--- src/rtl/data_sync_mc.sv ---
// Multi-channel enable synchroniser: per-channel sync chain, edge capture, 2-phase ack and overrun flag.
// Captured words merge into a round-robin valid/ready stream; the stream holds its word while stalled.
module data_sync_mc #(
    parameter int NUM_STAGES = 2,
    parameter int BUS_WIDTH  = 8,
    parameter int NUM_CH     = 4,
    parameter logic [NUM_CH-1:0] MODE = '0,
    localparam int CH_W = (NUM_CH > 1) ? $clog2(NUM_CH) : 1
) (
    input  logic                          CLK,
    input  logic                          RST,
    input  logic [NUM_CH*BUS_WIDTH-1:0]   unsync_bus,
    input  logic [NUM_CH-1:0]             bus_enable,
    output logic [NUM_CH*BUS_WIDTH-1:0]   sync_bus,
    output logic [NUM_CH-1:0]             enable_pulse,
    output logic [NUM_CH-1:0]             ack_toggle,
    output logic                          out_valid,
    output logic [BUS_WIDTH-1:0]          out_data,
    output logic [CH_W-1:0]               out_ch,
    input  logic                          out_ready,
    output logic [NUM_CH-1:0]             overrun,
    input  logic [NUM_CH-1:0]             clr_overrun
);

    logic [NUM_CH-1:0] stg [NUM_STAGES];
    logic [NUM_CH-1:0] last_q;
    logic [NUM_CH-1:0] evt;
    logic [NUM_CH-1:0] pending;
    logic [NUM_CH-1:0] ld_hit;
    logic [CH_W-1:0]   rr;
    logic [CH_W-1:0]   grant;
    logic [CH_W-1:0]   grant_hi;
    logic [CH_W-1:0]   grant_lo;
    logic              hi_vld;
    logic              load;

    always_ff @(posedge CLK) begin
        if (RST) begin
            for (int i = 0; i < NUM_STAGES; i++) begin
                stg[i] <= '0;
            end
            last_q <= '0;
        end else begin
            stg[0] <= bus_enable;
            for (int i = 1; i < NUM_STAGES; i++) begin
                stg[i] <= stg[i-1];
            end
            last_q <= stg[NUM_STAGES-1];
        end
    end

    // Toggle channels fire on either edge, level channels only on the rising edge.
    assign evt = (MODE & (stg[NUM_STAGES-1] ^ last_q)) |
                 (~MODE & stg[NUM_STAGES-1] & ~last_q);

    always_comb begin
        grant_hi = '0;
        grant_lo = '0;
        hi_vld   = 1'b0;
        for (int c = NUM_CH - 1; c >= 0; c--) begin
            if (pending[c]) begin
                grant_lo = CH_W'(c);
            end
            if (pending[c] && (c >= int'(rr))) begin
                grant_hi = CH_W'(c);
                hi_vld   = 1'b1;
            end
        end
        grant = hi_vld ? grant_hi : grant_lo;
    end

    assign load   = (!out_valid || out_ready) && (|pending);
    assign ld_hit = load ? (NUM_CH'(1) << grant) : '0;

    always_ff @(posedge CLK) begin
        if (RST) begin
            sync_bus     <= '0;
            enable_pulse <= '0;
            ack_toggle   <= '0;
            pending      <= '0;
            overrun      <= '0;
            out_valid    <= 1'b0;
            out_data     <= '0;
            out_ch       <= '0;
            rr           <= '0;
        end else begin
            enable_pulse <= evt;
            ack_toggle   <= ack_toggle ^ evt;
            // A fresh event re-arms pending even when the old word leaves this cycle.
            pending      <= (pending & ~ld_hit) | evt;
            overrun      <= (overrun & ~clr_overrun) | (evt & pending & ~ld_hit);
            for (int c = 0; c < NUM_CH; c++) begin
                if (evt[c]) begin
                    sync_bus[c*BUS_WIDTH +: BUS_WIDTH] <= unsync_bus[c*BUS_WIDTH +: BUS_WIDTH];
                end
            end
            if (load) begin
                out_valid <= 1'b1;
                out_data  <= sync_bus[grant*BUS_WIDTH +: BUS_WIDTH];
                out_ch    <= grant;
                rr        <= (int'(grant) == NUM_CH - 1) ? '0 : grant + CH_W'(1);
            end else if (out_ready) begin
                out_valid <= 1'b0;
            end
        end
    end

endmodule
--- config.mk ---
export PLATFORM = sky130hd
export DESIGN_NAME = data_sync_mc
export DESIGN_NICKNAME = d
export VERILOG_FILES = /design/src/rtl/data_sync_mc.sv
export SDC_FILE = /design/constraint.sdc
export NUM_CORES = 1
export LEC_CHECK = 0
export CORE_MARGIN = 2
export CORE_UTILIZATION = 45
export DETAILED_ROUTE_END_ITERATION = 10
export PLACE_DENSITY_LB_ADDON = 0.15
export RECOVER_POWER = 100
export SLEW_MARGIN = 0
export SYNTH_ARGS = -nofsm -noshare
export SYNTH_HDL_FRONTEND = slang
export SYNTH_SLANG_ARGS = --single-unit
--- constraint.sdc ---
create_clock -name CLK -period 2.5 [get_ports CLK]
set_input_delay 0.25 -clock CLK [delete_from_list [all_inputs] [get_ports CLK]]
set_output_delay 0.25 -clock CLK [all_outputs]
set_load 0.05 [all_outputs]
==> impl_results.md, run 1 <==
* Remaining max-slew budget at the tightest pin at a little under a quarter
* I/O pin count at between 90 and 100
* Routability congestion estimate from global placement at between 0.8 and 0.9
* Worst-case reg-to-reg path depth at 8
* CP startpoint kind: register
* Num CTS Buffers at 9
* Global-route wire length before repair at ~11 mm
* Clk Latency, worst-skew pair at 0.33 ns
* Worst Path Max Fanout at 11
* GR Overflow Total at 0
* CTS HTree Levels at 3
* Clock Sink Count at 73
* Worst R2R Start: pending[1]
* Layout-stage area growth over the synthesis result at 42.5%
* Most common flop cell mapped by yosys: sky130_fd_sc_hd__dfxtp_1
* Minimum clock period at between 2 and 2.5 ns
* Endpoint class of the critical path: register
* Crit path cell chain: nand2b_1 > a21oi_1 > a211o_1 > buf_4 > ha_1 > nand2_1 > a32oi_1 > nor2_1
* Total global routing track utilization at between 20 and 25%
* Leakage at between 1.5 and 2 nW
* Net count reported at finish at 455
* Yosys synthesis warning count at 0
* Worst Tran Pin Value at 1.16 ns
* Die height at approximately 83 um
* Area share of the largest cell type after synthesis at between 50% and 60%
* Mean instance size in the synthesized netlist at between 8 and 9 sq um
* Total vias in the final route at roughly 2,400
* Mux contribution to synthesized area at roughly 5.6%
* Synthesis-stage register bit count at 73
* Average vias per placed instance at between 4 and 5
* Count of mapped cells out of synthesis at ~320
* Portion of the clock cycle consumed by the worst path in the final layout at between 80% and 90%
* CTS root buffer: sky130_fd_sc_hd__clkbuf_8
* Most frequent cell after synthesis: sky130_fd_sc_hd__nand2_1
* Beginning of the worst hold path: stg[0][1]
* Total DRC errors in the routed layout at 0
* Total power per unit cell area at roughly 680 nW/um^2
* Cell type with the largest total area after synthesis: sky130_fd_sc_hd__dfxtp_1
* Count of endpoints failing hold in the final timing report at 0
* Post-CTS setup repair buffer count at 0
* Initial Util at 47.3%
* Initial antenna violation count at 0
* Die Outline Area at slightly below 7000 sq um
* Wire length after detailed routing at between 6 and 7 mm
* Power Internal at 2.03 mW
* Antenna Diode Count at 0
* Sequential cell area fraction in the yosys report at around half
* Most instantiated cells after synthesis: 74 x sky130_fd_sc_hd__nand2_1, 73 x sky130_fd_sc_hd__dfxtp_1, 43 x sky130_fd_sc_hd__a21oi_1, 19 x sky130_fd_sc_hd__nor2_1, 17 x sky130_fd_sc_hd__nor2b_1
* Share of final-layout standard cells stronger than drive strength 1 at between 5 and 6%
* Placed wire-length estimate at approximately 5.0 mm
* IO Port Bufs at between 90 and 100
* Post-synth EDFFs at 0
* Count of final max-slew check failures at 0
* Maximum buffer depth of the clock tree at 2
* Class of the worst hold path: reg -> reg
* Outcome: complete, no violations
* Worst reg2reg endpoint: overrun[2]
* Number of distinct library cells after synthesis at 27
* Setup Total Neg Slack at 0 ns
* Simple-gate share of the synthesized area at a little over a fifth
* Clock slew at the register clock pins of the worst setup and hold paths at roughly 0.08 ns
* Pin count of the biggest net entering global routing at 48
* Via count of the first global-routing pass at around 2,300
* Drt initial violations at between 100 and 150
* Number of stages on the worst hold path at 1
* Drt first pass iters at 4
* FP Rows at 28
* Total setup violations reported at the end of the flow at 0
* Hold_buf cts at 0
* Class of the most critical setup path: reg -> reg
* Post-cts resize count at 0
* Share of total power in the clock network at around two fifths
* Reg2Reg Setup Slack at 0.37 ns
* Peak ir drop on the vdd network at between 0.4 and 0.5 mV
* Horiz. Die Dim at about 83 um
* Synth Area in Compound Gates at around 14%
* Syn nets at around 360
* Critical path data required time at around 2.7 ns
* Adder-cell share of the synthesized area at under 10%
* Synthesized cell area at approximately 2800 sq um
* Highest attainable clock frequency at ~470 MHz
* Routed wire per std cell at 14.3 um
* Switching power at between 700 and 800 uW
* Clock tree from TritonCTS: built
* XOR/XNOR Fraction of Synth Area at 1.24%
* Hold EP: stg[0][5]
* Power share of the combinational group at between 10% and 20%
* Utilization after layout at roughly two thirds
* Dominant combinational cell family by area after synthesis: simple AND/OR/NAND/NOR gates
* Data arrival time of the worst path at ~2.3 ns
* Cell with the biggest individual delay on the critical path: sky130_fd_sc_hd__a211o_1
* Fraction of registers with async set or reset after synthesis at 0%
* Unrepaired setup endpoints after global routing: false
* Placeable core region at roughly 6000 sq um
* Maxcap violations at 0
* Critical Path Max Stage Delay at 0.50 ns
* Worst-case clock skew at between 0.009 and 0.01 ns
* Fillcell total at between 400 and 500
* Count of nets left with antenna violations after detail routing at 0
* Biggest area contributors in the synthesized netlist: sky130_fd_sc_hd__dfxtp_1 52%, sky130_fd_sc_hd__nand2_1 9.8%, sky130_fd_sc_hd__a21oi_1 7.6%
* Fraction of power consumed by sequential logic at roughly 45%
* Sw Share at 25.7%
-- through the flow --
step | hold slack, ns | setup slack, ns | cells | power (mW) | instance area, sq um
after floorplan | 0.378 | 0.680 | 317 | 1.53 | 2840
after global placement | 0.417 | 0.484 | 472 | 1.68 | 3830
after detailed placement | 0.426 | 0.390 | 472 | 1.69 | 3830
after global routing | 0.450 | 0.202 | 488 | 2.85 | 4040
after CTS | 0.348 | 0.401 | 488 | 2.77 | 4070
final | 0.435 | 0.368 | 488 | 2.73 | 4040
-- layout by cell type, fill, tap and decap left out, types with 2 or more instances in the layout --
cell	Yosys	final
sky130_fd_sc_hd__nand2_1	74	74
sky130_fd_sc_hd__dfxtp_1	73	73
sky130_fd_sc_hd__dlygate4sd3_1	0	55
sky130_fd_sc_hd__a21oi_1	43	43
sky130_fd_sc_hd__clkdlybuf4s50_1	0	41
sky130_fd_sc_hd__nor2_1	19	19
sky130_fd_sc_hd__nor2b_1	17	17
sky130_fd_sc_hd__mux2i_1	16	16
sky130_fd_sc_hd__inv_1	10	10
sky130_fd_sc_hd__clkbuf_8	0	9
sky130_fd_sc_hd__nand3b_1	8	8
sky130_fd_sc_hd__nand2b_1	6	6
sky130_fd_sc_hd__o221ai_2	8	5
sky130_fd_sc_hd__xnor2_1	4	4
sky130_fd_sc_hd__a32oi_1	4	4
sky130_fd_sc_hd__ha_1	4	4
sky130_fd_sc_hd__clkbuf_1	12	4
sky130_fd_sc_hd__o221ai_1	0	3
sky130_fd_sc_hd__bufinv_16	0	3
sky130_fd_sc_hd__or3_1	2	2
sky130_fd_sc_hd__buf_4	2	2
-- sequential cells by signal, summed over array words and instances (netlist names) --
name          cells
pending           4
ack_toggle        4
enable_pulse      4
out_data          8
stg               8
rr                2
overrun           4
out_ch            2
out_valid         1
last_q            4
sync_bus         32
-- power groups by stage --
stage / logic, mW / clock network (mW) / registers (mW)
global route: 0.435 / 1.17 / 1.25
finish: 0.404 / 1.09 / 1.24
global placement: 0.414 / 0 / 1.27
detailed placement: 0.418 / 0 / 1.27
floorplan: 0.160 / 0 / 1.37
CTS: 0.421 / 1.11 / 1.24
-- critical path: cells and delay by family (launching register included) --
family	cells	cell delay [ns]
simple gates	3	0.28
fa+ha+maj	1	0.17
buf+inv	1	0.31
compound gates	3	0.84
flops	1	0.37
-- final cells by class --
type | count | area (sq um) | share of cell area (%)
clock buffers | 11 | 131 | 3.25
clock inverters | 5 | 104 | 2.57
inverters | 10 | 37.5 | 0.929
multi-input cells | 213 | 1220 | 30.3
flip-flops and latches | 73 | 1460 | 36.2
well taps | 75 | 93.8 | 2.32
repair buffers | 101 | 988 | 24.5
-- layer usage --
metal  vias to the layer above  part of all wire [%]  wire (um)  track usage (%)
li1                       1236                     -          -                -
met1                      1092                    47       3300             27.4
met2                        86                    44       3060             30.6
met3                         9                   7.7        534             6.36
met4                         0                   1.2         87             7.15
met5                         -                     0          0                0
-- how the worst max path moves through the flow --
| stage | cells after the start | start | to |
|---|---|---|---|
| floorplan | 10 | pending[1] | overrun[3] |
| global placement | 4 | pending[1] | out_data[3] |
| detailed placement | 8 | pending[0] | overrun[2] |
| CTS | 8 | pending[1] | overrun[2] |
| global route | 4 | pending[1] | out_data[2] |
| finish | 8 | pending[1] | overrun[2] |
-- cell families after synthesis --
logic type | count (synthesis)
AOI/OAI and AO/OA | 60
muxes | 16
and+or+nand+nor | 129
adders and majority gates | 4
buffers and inverters | 31
xor gates and xnor gates | 4
DFF | 73
Power figures use the tool's default switching activity.
==> inputs of run 2 (changes only) <==
--- a/config.mk
+++ b/config.mk
@@ -5,6 +5,7 @@
 export SDC_FILE = /design/constraint.sdc
 export NUM_CORES = 1
 export LEC_CHECK = 0
+export CAP_MARGIN = 5
 export CORE_MARGIN = 2
 export CORE_UTILIZATION = 45
 export DETAILED_ROUTE_END_ITERATION = 10
==> results of run 2 <==
Same layout as run 1: the final DEF is identical, and so are final timing and power.
